File: config.mk
export PLATFORM = sky130hd
export DESIGN_NAME = fetch_queue
export DESIGN_NICKNAME = d
export VERILOG_FILES = /design/src/rtl/fetch_pkg.sv /design/src/rtl/fetch_queue_buf.sv /design/src/rtl/fetch_queue.sv
export SDC_FILE = /design/constraint.sdc
export NUM_CORES = 1
export LEC_CHECK = 0
export CORE_MARGIN = 1
export CORE_UTILIZATION = 25
export DETAILED_ROUTE_END_ITERATION = 8
export PLACE_DENSITY = 0.48
export SETUP_SLACK_MARGIN = 0.02
export SLEW_MARGIN = 20
export SYNTH_ARGS = -nofsm -noshare
export SYNTH_HDL_FRONTEND = slang
export SYNTH_SLANG_ARGS = --single-unit
File: constraint.sdc
create_clock -name fq_clk -period 2.25 [get_ports fq_clk]
set_input_delay 0.225 -clock fq_clk [delete_from_list [all_inputs] [get_ports fq_clk]]
set_output_delay 0.225 -clock fq_clk [all_outputs]
set_load 0.05 [all_outputs]
File: src/rtl/fetch_pkg.sv
// rtl/fetch_pkg.sv - shared types and widths for the fetch queue
package fetch_pkg;

  typedef enum logic {
    FQ_FETCH = 1'b0,
    FQ_HALT  = 1'b1
  } fq_state_e;

  localparam int FQ_PC_WIDTH    = 32;
  localparam int FQ_IWIDTH      = 32;
  localparam int FQ_ENTRY_WIDTH = FQ_PC_WIDTH + FQ_IWIDTH;

  function automatic int fq_entry_width(input int pc_width, input int iwidth);
    return pc_width + iwidth;
  endfunction

endpackage

File: src/rtl/fetch_queue_buf.sv
// rtl/fetch_queue_buf.sv - circular buffer with push/pop/clear and occupancy count
module fetch_queue_buf #(
  parameter int DEPTH = 4,
  parameter int WIDTH = 64,
  localparam int AW = $clog2(DEPTH),
  localparam int CW = AW + 1
) (
  input  logic             clk,
  input  logic             rst_n,
  input  logic             push,
  input  logic [WIDTH-1:0] push_data,
  input  logic             pop,
  input  logic             clear,
  output logic [WIDTH-1:0] head_data,
  output logic [CW-1:0]    count
);

  localparam logic [CW-1:0] FULL = CW'(DEPTH);

  logic [WIDTH-1:0] mem [DEPTH];
  logic [AW-1:0]    rd_ptr;
  logic [AW-1:0]    wr_ptr;
  logic             do_push;
  logic             do_pop;

  assign do_push   = push && (count != FULL);
  assign do_pop    = pop && (count != '0);
  assign head_data = mem[rd_ptr];

  // Pointers are exactly log2(DEPTH) bits wide, so increments wrap on their own.
  always_ff @(posedge clk or negedge rst_n) begin
    if (!rst_n) begin
      rd_ptr <= '0;
      wr_ptr <= '0;
      count  <= '0;
      for (int i = 0; i < DEPTH; i++) mem[i] <= '0;
    end else if (clear) begin
      rd_ptr <= '0;
      wr_ptr <= '0;
      count  <= '0;
    end else begin
      if (do_push) begin
        mem[wr_ptr] <= push_data;
        wr_ptr      <= wr_ptr + 1'b1;
      end
      if (do_pop) rd_ptr <= rd_ptr + 1'b1;
      case ({do_push, do_pop})
        2'b10:   count <= count + 1'b1;
        2'b01:   count <= count - 1'b1;
        default: count <= count;
      endcase
    end
  end

endmodule

File: src/rtl/fetch_queue.sv
// rtl/fetch_queue.sv - prefetch queue between instruction memory and decode
module fetch_queue
  import fetch_pkg::*;
#(
  parameter int                  IWIDTH   = FQ_IWIDTH,
  parameter int                  PC_WIDTH = FQ_PC_WIDTH,
  parameter int                  QDEPTH   = 4,
  parameter int                  PC_STEP  = 4,
  parameter logic [PC_WIDTH-1:0] RESET_PC = '0,
  localparam int                 CWIDTH   = $clog2(QDEPTH) + 1
) (
  input  logic                fq_clk,
  input  logic                fq_rst,
  output logic                fq_o_syn,
  output logic [PC_WIDTH-1:0] fq_o_addr,
  input  logic                fq_i_ack,
  input  logic [IWIDTH-1:0]   fq_i_instr,
  input  logic                fq_i_last,
  output logic [IWIDTH-1:0]   fq_o_instr,
  output logic [PC_WIDTH-1:0] fq_o_pc,
  output logic                fq_o_ce,
  input  logic                fq_i_stall,
  input  logic                fq_change_pc,
  input  logic [PC_WIDTH-1:0] fq_alu_pc_value,
  input  logic                fq_i_flush,
  output logic                fq_o_flush,
  output logic [CWIDTH-1:0]   fq_o_count
);

  localparam int            EWIDTH = fq_entry_width(PC_WIDTH, IWIDTH);
  localparam logic [CWIDTH-1:0] FULL = CWIDTH'(QDEPTH);

  fq_state_e            state;
  logic [PC_WIDTH-1:0]  fetch_pc;
  logic [EWIDTH-1:0]    head_data;
  logic                 push;
  logic                 pop;
  logic                 clear;

  // Gated by reset so no request leaks out while the block is held in reset.
  assign fq_o_syn  = fq_rst && (state == FQ_FETCH) && (fq_o_count != FULL)
                     && !fq_change_pc && !fq_i_flush;
  assign fq_o_addr = fetch_pc;
  assign push      = fq_o_syn && fq_i_ack;
  assign pop       = fq_o_ce && !fq_i_stall;
  assign clear     = fq_change_pc || fq_i_flush;
  assign fq_o_ce   = (fq_o_count != '0);
  assign {fq_o_pc, fq_o_instr} = head_data;

  fetch_queue_buf #(
    .DEPTH (QDEPTH),
    .WIDTH (EWIDTH)
  ) u_buf (
    .clk       (fq_clk),
    .rst_n     (fq_rst),
    .push      (push),
    .push_data ({fetch_pc, fq_i_instr}),
    .pop       (pop),
    .clear     (clear),
    .head_data (head_data),
    .count     (fq_o_count)
  );

  always_ff @(posedge fq_clk or negedge fq_rst) begin
    if (!fq_rst) begin
      state      <= FQ_FETCH;
      fetch_pc   <= RESET_PC;
      fq_o_flush <= 1'b0;
    end else begin
      fq_o_flush <= clear;
      if (fq_change_pc) begin
        fetch_pc <= fq_alu_pc_value;
        state    <= FQ_FETCH;
      end else if (push) begin
        fetch_pc <= fetch_pc + PC_WIDTH'(PC_STEP);
        if (fq_i_last) state <= FQ_HALT;
      end
    end
  end

endmodule

==> out/metrics.cfg, run 1 <==
[routing]
viasPerCell = 4.605
vias = 8446
drt_iter0_drc = 375
drtAntennaViolNets = 0
drc = 0
dr.pass1.iters = 4
post_drt_wl_per_cell_um = 20.59
totalWireLength_mm = 37.76

[yosys]
synth_top_area_share_pct = 54.72
synthCells = 905
synth_edf_count = 0
ys_seq_area_share_pct = 54.72
yosysMostFrequentCell = dfrtp_1
synth.avg_cell_area_um2 = 15.01
yosys.area.top_type = dfrtp_1
synth_ff_type = dfrtp_1
synthTopCellsByArea = dfrtp_1 55%, mux2_2 18%, mux4_2 11%, mux2_4 4.0%, nand2_1 1.5%
ys_ff_latch = 297
syn_nets = 982
synth_cell_type_count = 50
synth_area_um2 = 13580
ys_warn_count = 0
async_flop_share_pct = 100.0
ys_top_cells_by_count = 297 x dfrtp_1, 216 x mux2_2, 64 x mux4_2

[die]
die_y_um = 235.1
die_area_um2 = 55260
rows = 85
start_util_pct = 25.29
ios = 173
die_x_um = 235.1
core_um2 = 53710

[hold_path]
hp-start = fq_change_pc
holdPathEnd = u_buf.count[2]$_DFFE_PN0P_
hold_depth = 4
worstHoldPathType = in -> reg

[setup_path]
worstRegToRegCells = 7
startpoint = u_buf.rd_ptr[0]$_DFFE_PN0P_
r2r-start = u_buf.count[0]$_DFFE_PN0P_
required_ns = 2.03
r2r-end = u_buf.mem[214]$_DFFE_PN0P_
start_kind = flip-flop
cp.arrival_ns = 2.05
crit_path_end_kind = output port
path_class = reg -> out
ff2ff_setup_slack_ns = 0.21
cp_max_fo = 12

[global_route]
grt_antenna_before_repair = 2
grt.overflow.total = 0
grt.total_usage_pct = 13.88
grt_max_degree = 147
grt_pass1_wl_mm = 58.43
grt_pass1_vias = 9140

[sta]
worstMarginPinSlew_ns = 0.9542
setup_tns_ns = -0.2178
rsz0062_at_grt = true
setup_viol = 20
timing.fmax_ghz = 0.4387
fin_crit_sh_pct = 101.3
relSlewSlack_pct = 36.38
fin_skew_ns = 0.009346
hold_viol_final = 0
min_period_ns = 2.279
maxSlewViolCount = 0
fin_ws_ns = -0.02931

[placement]
gp_congestion = 0.7199
place.port_buffers = 172
hpwl_mm = 23.70

[finish]
fin_util_pct = 33.40
fin_nets = 1194
antennaDiodeCount = 0
area_growth_pct = 32.07
drive_above_1_share_pct = 45.87

[clock_tree]
htree_levels = 2
cts_root_buffer = clkbuf_16
numCtsBuffers = 37
clock_path_buffers = 3
clk_pin_slew_worst_paths_ns = 0.06
cts_tree = done
clk_latency_ns = 0.54
clock_sinks = 297

[run]
cap_viol_max_count = 0

[run_status]
violations = setup timing
status = complete, but fails checks

[power]
power.density_nw_per_um2 = 890.8
p_leak_nw = 8.174
ir_worst_vdd_mv = 0.4041

cell usage in the layout, fill, tap and decap left out, drive strengths merged, types with 2 or more instances in the layout:
master and count:
clkinv 5, nand4 11, or3 2, a21oi 5
buf 130, o211ai 7, inv 8, nand3 14
nor2b 3, nor4 4, dlygate4sd2 5, mux2 252
xor2 10, dlymetal6s2s 2, o21ai 35, nor2 22
and4 2, clkinvlp 2, clkbuf 52, and3 4
bufinv 4, clkdlybuf4s50 96, and2 4, o311ai 7
a221o 2, mux2i 2, xnor2 8, dfrtp 297
ha 5, nand2 55, nor3 5, mux4 64
a31oi 5
area by class of cell:
| type | count | area, µm² |
|---|---|---|
| Inverter | 8 | 30.03 |
| Multi-Input combinational cell | 536 | 5792 |
| Tap cell | 696 | 870.8 |
| Fill cell | 5223 | 35770 |
| Timing Repair Buffer | 237 | 2629 |
| Clock buffer | 49 | 1011 |
| Sequential cell | 297 | 7445 |
| Clock inverter | 11 | 160.2 |
flip-flops by register name, summed over array words and instances, names as in the netlist:
signal	cells
u_buf.count	3
state	1
u_buf.mem	256
fq_o_flush	1
u_buf.wr_ptr	2
u_buf.rd_ptr	2
fq_o_addr	32
logic make-up after synthesis:
logic type	Yosys count	share of synthesized area [%]
fa+ha+maj	6	0.6080
flops	297	54.72
compound gates	63	2.819
simple gates	131	5.094
xor+xnor	18	1.161
buf+inv	72	2.948
mux	318	32.65
how the worst max path moves through the flow:
stage	to	slack (ns)	depth (start not counted)
2_1_floorplan	u_buf.count[2]$_DFFE_PN0P_	0.04	9
3_3_place_gp	fq_o_addr[11]$_DFFE_PN0P_	-0.05	6
3_5_place_dp	fq_o_addr[29]$_DFFE_PN0P_	-0.03	6
4_1_cts	fq_o_pc[23]	-0.14	4
5_1_grt	fq_o_pc[4]	-0.10	4
6_report	fq_o_pc[8]	-0.03	4
timing repair:
| item | CTS | global route |
|---|---|---|
| hold buffers | 1 | 0 |
| resized for setup | 74 | 10 |
| gates cloned | 0 | 2 |
| setup buffers | 5 | 2 |
| hold endpoints to repair | 297 | 0 |
| endpoints found under the setup margin | 67 | 76 |
worst max-delay path, stage by stage (launching register included):
cell and delay, ns:
dfrtp_4 0.44, buf_12 0.13, buf_16 0.17, mux4_2 0.58, buf_6 0.18
stage by stage:
step	hold WS [ns]	std cells	area, µm²	power (mW)	setup slack, ns
2_1_floorplan	-0.07059	905	13600	8.551	0.03941
3_3_place_gp	0.2695	1764	16370	9.857	-0.04865
6_report	0.09713	1834	17940	15.98	-0.02931
4_1_cts	0.05044	1830	17840	16.27	-0.1437
3_5_place_dp	0.2689	1764	16370	9.891	-0.02588
5_1_grt	0.08042	1834	17940	16.68	-0.1024
report_power, final:
part | internal, mW | switching (mW) | leakage, nW
Combinational | 1.62 | 2.28 | 3.66
Clock | 3.59 | 2.37 | 0.571
Sequential | 5.83 | 0.294 | 3.95
per-layer routing:
layer,part of all wire (%),track usage [%]
met3,4.9,3.254
met2,47,22.41
met5,0.090,0
met4,2.2,4.426
met1,46,18.34
Power figures use the tool's default switching activity.
==> inputs of run 2 (changes only) <==
--- a/config.mk
+++ b/config.mk
@@ -10,6 +10,7 @@
 export DETAILED_ROUTE_END_ITERATION = 8
 export PLACE_DENSITY = 0.48
 export SETUP_SLACK_MARGIN = 0.02
+export SKIP_LAST_GASP = 1
 export SLEW_MARGIN = 20
 export SYNTH_ARGS = -nofsm -noshare
 export SYNTH_HDL_FRONTEND = slang
==> run 2 against run 1 <==
  * The flow still finishes with violations (setup timing)
  * Power is 0.56% lower
  * Combinational power down 2%
  * Register-to-register slack barely moved
  * Clock skew fell by 0.0013 ns
  * Wire length is essentially flat
  * First-iteration DRC count shrank 0.80%
  * Via count barely moved
  * Sequential share of layout area rose by 0.16 points
  * Clock-buffer cell count stayed put
  * Clock power barely moved
  * Cell count unchanged
  * Flip-flop and latch count unchanged
  * Largest cell class unchanged
  * Largest power group unchanged
==> out/metrics.cfg, run 2 (same netlist as run 1, synthesis figures left out) <==
[run]
cap_viol_max_count = 0  ; unchanged

[run_status]
violations = setup timing  ; unchanged
status = complete, but fails checks  ; unchanged

[clock_tree]
htree_levels = 2  ; unchanged
numCtsBuffers = 37  ; unchanged
clk_pin_slew_worst_paths_ns = 0.06  ; about the same
cts_root_buffer = clkbuf_16  ; unchanged
cts_tree = done  ; unchanged
clk_latency_ns = 0.54  ; about the same
clock_path_buffers = 3  ; unchanged
clock_sinks = 297  ; unchanged

[setup_path]
worstRegToRegCells = 7  ; unchanged
r2r-end = u_buf.mem[214]$_DFFE_PN0P_  ; unchanged
r2r-start = u_buf.count[0]$_DFFE_PN0P_  ; unchanged
path_class = reg -> out  ; unchanged
required_ns = 2.03  ; about the same
cp_max_fo = 11  ; was 12
start_kind = flip-flop  ; unchanged
ff2ff_setup_slack_ns = 0.21  ; about the same
cp.arrival_ns = 2.07  ; was 2.05 ns
crit_path_end_kind = output port  ; unchanged

[die]
core_um2 = 53710  ; unchanged
rows = 85  ; unchanged
die_area_um2 = 55260  ; unchanged
die_x_um = 235.1  ; unchanged
ios = 173  ; unchanged
start_util_pct = 25.29  ; unchanged
die_y_um = 235.1  ; unchanged

[hold_path]
hp-start = fq_change_pc  ; unchanged
holdPathEnd = u_buf.count[2]$_DFFE_PN0P_  ; unchanged
hold_depth = 4  ; unchanged
worstHoldPathType = in -> reg  ; unchanged

[sta]
maxSlewViolCount = 0  ; unchanged
fin_skew_ns = 0.008055  ; was 0.009346 ns
hold_viol_final = 0  ; unchanged
rsz0062_at_grt = true  ; unchanged
min_period_ns = 2.295  ; was 2.279 ns
hold_ws_ns = 0.09819  ; was 0.09713 ns
timing.fmax_ghz = 0.4357  ; was 0.4387 GHz
setup_viol = 31  ; was 20
relSlewSlack_pct = 36.63  ; was 36.38%
worstMarginPinSlew_ns = 0.9506  ; was 0.9542 ns
fin_ws_ns = -0.04513  ; was -0.02931 ns
fin_crit_sh_pct = 102.0  ; was 101.3%

[power]
p_leak_nw = 8.153  ; was 8.174 nW
seqPwrFrac_pct = 38.6  ; was 38.3%
power.density_nw_per_um2 = 889.2  ; was 890.8 nW/µm²
clkPwrFrac_pct = 37.5  ; was 37.3%
p_sw_share_pct = 30.93  ; was 30.90%
p_sw_mw = 4.914  ; was 4.938 mW
p_comb_share_pct = 24.0  ; was 24.4%
ir_worst_vdd_mv = 0.3976  ; was 0.4041 mV
intPower_mw = 10.97  ; was 11.04 mW

[placement]
dp_cells = 1764  ; unchanged
place.port_buffers = 172  ; unchanged
gp_congestion = 0.7199  ; unchanged
hpwl_mm = 23.70  ; unchanged

[routing]
dr.pass1.iters = 4  ; unchanged
drc = 0  ; unchanged
drtAntennaViolNets = 0  ; unchanged
vias = 8448  ; was 8446
drt_iter0_drc = 372  ; was 375
viasPerCell = 4.606  ; was 4.605
post_drt_wl_per_cell_um = 20.57  ; was 20.59 µm
totalWireLength_mm = 37.73  ; was 37.76 mm

[global_route]
grt_max_degree = 147  ; unchanged
grt_antenna_before_repair = 2  ; unchanged
grt_pass1_vias = 9131  ; was 9140
grt.overflow.total = 0  ; unchanged
grt_pass1_wl_mm = 58.39  ; was 58.43 mm
grt.total_usage_pct = 13.87  ; was 13.88%

[finish]
fin_util_pct = 33.27  ; was 33.40%
antennaDiodeCount = 0  ; unchanged
final_cells = 1834  ; unchanged
regMostFlops = u_buf.mem  ; unchanged
area_growth_pct = 31.55  ; was 32.07%
fin_nets = 1194  ; unchanged
largest_reg_flops = 256  ; unchanged
mostFrequentLayoutCell = dfrtp_1  ; unchanged
drive_above_1_share_pct = 45.87  ; unchanged
mostFrequentLayoutCells = 291 x dfrtp_1, 216 x mux2_2, 96 x clkdlybuf4s50_1, 64 x mux4_2, 59 x buf_4  ; was 291 x dfrtp_1, 216 x mux2_2, 96 x clkdlybuf4s50_1, 64 x mux4_2, 62 x buf_6

## run 2: cell counts in the layout (fill, tap and decap cells not counted)
No cell type changed its count.
## run 2: cell type report
type	count	area (µm²)
clock buffers	49	1011
repair buffers	237	2559
fillers	5231	35840
flip-flops and latches	297	7445
multi-input cells	536	5792
inverters	8	30.03
well taps	696	870.8
clock inverters	11	160.2
## run 2: layer usage
| metal | vias up | GRT usage, % | wire, µm |
|---|---|---|---|
| li1 | 3762 | - | - |
| met1 | 4429 | 18.33 | 17160 |
| met2 | 195 | 22.39 | 17800 |
| met3 | 58 | 3.254 | 1897 |
| met4 | 4 | 4.426 | 833 |
| met5 | - | 0 | 34 |
## run 2: power groups by stage
stage | registers [mW] | logic [mW] | clock network (mW)
4_1_cts | 6.13 | 3.82 | 6.21
2_1_floorplan | 6.33 | 2.23 | 0
3_5_place_dp | 6.22 | 3.67 | 0
5_1_grt | 6.19 | 4.01 | 6.39
6_report | 6.13 | 3.81 | 5.95
3_3_place_gp | 6.21 | 3.65 | 0
## run 2: worst max-delay path, stage by stage (launching register included)
cell,delay [ns]
dfrtp_4,0.44
buf_12,0.14
clkbuf_16,0.20
mux4_2,0.53
buf_4,0.21
## run 2: metrics by stage
step | setup TNS [ns] | area, µm² | worst slack (ns) | power (mW)
after floorplan | 0 | 13600 | 0.03941 | 8.551
after global placement | -0.1164 | 16370 | -0.04865 | 9.857
after detailed placement | -0.06075 | 16370 | -0.02588 | 9.891
after CTS | -5.372 | 17740 | -0.1538 | 16.15
after global routing | -3.867 | 17870 | -0.1059 | 16.59
final | -0.5504 | 17870 | -0.04513 | 15.89
## run 2: repair_timing
action / 4_1_cts / 5_1_grt
buffers inserted: 5 / 2
gates cloned: 0 / 2
hold endpoints to repair: 297 / 0
resized for setup: 47 / 18
hold buffers: 1 / 0
setup endpoints to repair: 67 / 76
## run 2: worst max path at each step
stage	start	to	slack, ns
floorplan	u_buf.count[2]$_DFFE_PN0P_	u_buf.count[2]$_DFFE_PN0P_	0.04
global placement	fq_i_flush	fq_o_addr[11]$_DFFE_PN0P_	-0.05
detailed placement	fq_i_flush	fq_o_addr[29]$_DFFE_PN0P_	-0.03
CTS	u_buf.rd_ptr[0]$_DFFE_PN0P_	fq_o_pc[4]	-0.15
global route	u_buf.rd_ptr[0]$_DFFE_PN0P_	fq_o_pc[13]	-0.11
finish	u_buf.rd_ptr[0]$_DFFE_PN0P_	fq_o_pc[14]	-0.05
==> inputs of run 3 (changes only) <==
--- a/config.mk
+++ b/config.mk
@@ -7,6 +7,7 @@
 export LEC_CHECK = 0
 export CORE_MARGIN = 1
 export CORE_UTILIZATION = 25
+export CTS_CLUSTER_SIZE = 16
 export DETAILED_ROUTE_END_ITERATION = 8
 export PLACE_DENSITY = 0.48
 export SETUP_SLACK_MARGIN = 0.02
==> run 3 against run 2 <==
  * The run still ends with setup timing left
  * Critical path type unchanged
  * Die area stayed put
  * Power about the same
  * Wire length about the same
  * Clock skew is 0.0011 ns higher
  * Highest routed layer unchanged
  * Cell count stayed put
  * Critical endpoint unchanged
  * Worst hold slack worse by 0.0020 ns
  * Cell area about the same
==> out/metrics.cfg, run 3 (same netlist as run 1, synthesis figures left out) <==
[sta]
setup_viol = 28  ; was 31
hold_ws_ns = 0.09618  ; was 0.09819 ns
relSlewSlack_pct = 35.71  ; was 36.63%
hold_viol_final = 0  ; unchanged
maxSlewViolCount = 0  ; unchanged
fin_skew_ns = 0.009159  ; was 0.008055 ns
fin_ws_ns = -0.04612  ; was -0.04513 ns
rsz0062_at_grt = true  ; unchanged
min_period_ns = 2.296  ; was 2.295 ns
worstMarginPinSlew_ns = 0.9644  ; was 0.9506 ns
timing.fmax_ghz = 0.4355  ; was 0.4357 GHz
fin_crit_sh_pct = 102.0  ; about the same
setup_tns_ns = -0.5738  ; was -0.5504 ns

[die]
rows = 85  ; unchanged
start_util_pct = 25.29  ; unchanged
die_y_um = 235.1  ; unchanged
die_x_um = 235.1  ; unchanged
core_um2 = 53710  ; unchanged
ios = 173  ; unchanged
die_area_um2 = 55260  ; unchanged

[setup_path]
start_kind = flip-flop  ; unchanged
required_ns = 2.03  ; about the same
cp_max_fo = 11  ; unchanged
path_class = reg -> out  ; unchanged
ff2ff_setup_slack_ns = 0.21  ; about the same
crit_path_end_kind = output port  ; unchanged
cp.arrival_ns = 2.07  ; about the same

[clock_tree]
clock_sinks = 297  ; unchanged
clk_pin_slew_worst_paths_ns = 0.06  ; about the same
cts_tree = done  ; unchanged
clock_path_buffers = 3  ; unchanged
cts_root_buffer = clkbuf_16  ; unchanged
htree_levels = 2  ; unchanged
clk_latency_ns = 0.54  ; about the same
numCtsBuffers = 37  ; unchanged

[power]
power.density_nw_per_um2 = 889.3  ; was 889.2 nW/µm²
p_leak_nw = 8.142  ; was 8.153 nW
ir_worst_vdd_mv = 0.4015  ; was 0.3976 mV
total_power_mw = 15.89  ; about the same

[global_route]
grt_antenna_before_repair = 2  ; unchanged
grt_max_degree = 147  ; unchanged
grt.overflow.total = 0  ; unchanged
grt_pass1_wl_mm = 58.37  ; was 58.39 mm
grt_pass1_vias = 9137  ; was 9131
grt.total_usage_pct = 13.86  ; was 13.87%

[finish]
fin_nets = 1194  ; unchanged
mostFrequentLayoutCells = 291 x dfrtp_1, 216 x mux2_2, 97 x clkdlybuf4s50_1, 64 x mux4_2, 59 x buf_4  ; was 291 x dfrtp_1, 216 x mux2_2, 96 x clkdlybuf4s50_1, 64 x mux4_2, 59 x buf_4
mostFrequentLayoutCell = dfrtp_1  ; unchanged
fillers = 5228  ; was 5231
drive_above_1_share_pct = 45.87  ; unchanged
largest_reg_flops = 256  ; unchanged
antennaDiodeCount = 0  ; unchanged
regMostFlops = u_buf.mem  ; unchanged
area_growth_pct = 31.53  ; was 31.55%
fin_util_pct = 33.26  ; was 33.27%

[routing]
post_drt_wl_per_cell_um = 20.56  ; was 20.57 µm
vias = 8421  ; was 8448
dr.pass1.iters = 4  ; unchanged
drtAntennaViolNets = 0  ; unchanged
totalWireLength_mm = 37.71  ; was 37.73 mm
drc = 0  ; unchanged
drt_iter0_drc = 392  ; was 372
viasPerCell = 4.592  ; was 4.606

[run_status]
violations = setup timing  ; unchanged
status = complete, but fails checks  ; unchanged

[run]
cap_viol_max_count = 0  ; unchanged

[placement]
hpwl_mm = 23.70  ; unchanged
gp_congestion = 0.7199  ; unchanged
place.port_buffers = 172  ; unchanged

[hold_path]
worstHoldPathType = in -> reg  ; unchanged

[run 3: area by class of cell]
cell class,instances,area [µm²],area share [%]
Inverter,8,30.03,0.1681
Multi-Input combinational cell,536,5792,32.42
Timing Repair Buffer,237,2556,14.31
Sequential cell,297,7445,41.67
Tap cell,696,870.8,4.875
Clock buffer,49,1011,5.659
Clock inverter,11,160.2,0.8965
[run 3: metal layers]
layer  vias to the layer above  global-route usage [%]  routed length, µm
met1                      4394                   18.31              17160
met4                         4                   4.426                846
met3                        60                   3.242               1868
met5                         -                       0                 34
li1                       3773                       -                  -
met2                       190                   22.40              17800
[run 3: per-stage QoR]
| step | cells | cell area [µm²] | setup slack, ns |
|---|---|---|---|
| finish | 1834 | 17860 | -0.04612 |
| detailed placement | 1764 | 16370 | -0.02588 |
| floorplan | 905 | 13600 | 0.03941 |
| global placement | 1764 | 16370 | -0.04865 |
| CTS | 1830 | 17740 | -0.1503 |
| global route | 1834 | 17860 | -0.1042 |
[run 3: what timing repair did]
item,in CTS,in global routing
setup buffers,5,2
gates resized for setup,47,17
hold endpoints to repair,297,0
gates cloned,0,2
pin swaps,0,0
endpoints found under the setup margin,67,75
hold buffers,1,0
[run 3: report_power, final]
group          internal [mW]  total [mW]  switching, mW
sequential              5.83        6.13          0.294
clock                   3.59        5.95           2.36
combinational           1.55        3.81           2.26
total                   11.0        15.9           4.91
[run 3: path summary, 6_finish.rpt]
path / start / end / cells past startpoint
min reg2reg: u_buf.mem[121]$_DFFE_PN0P_ / u_buf.mem[121]$_DFFE_PN0P_ / 2
max in group asynchronous: fq_rst / u_buf.mem[163]$_DFFE_PN0P_ / 3
min in group asynchronous: fq_rst / u_buf.mem[254]$_DFFE_PN0P_ / 3
min: fq_change_pc / u_buf.count[2]$_DFFE_PN0P_ / 4
max: u_buf.rd_ptr[0]$_DFFE_PN0P_ / fq_o_pc[14] / 4
max reg2reg: u_buf.count[0]$_DFFE_PN0P_ / u_buf.mem[214]$_DFFE_PN0P_ / 7
[run 3: worst max-delay path: stages (launching register included)]
cell and delay [ns]:
dfrtp_4 0.44, buf_12 0.13, clkbuf_16 0.20, mux4_2 0.53
buf_4 0.21
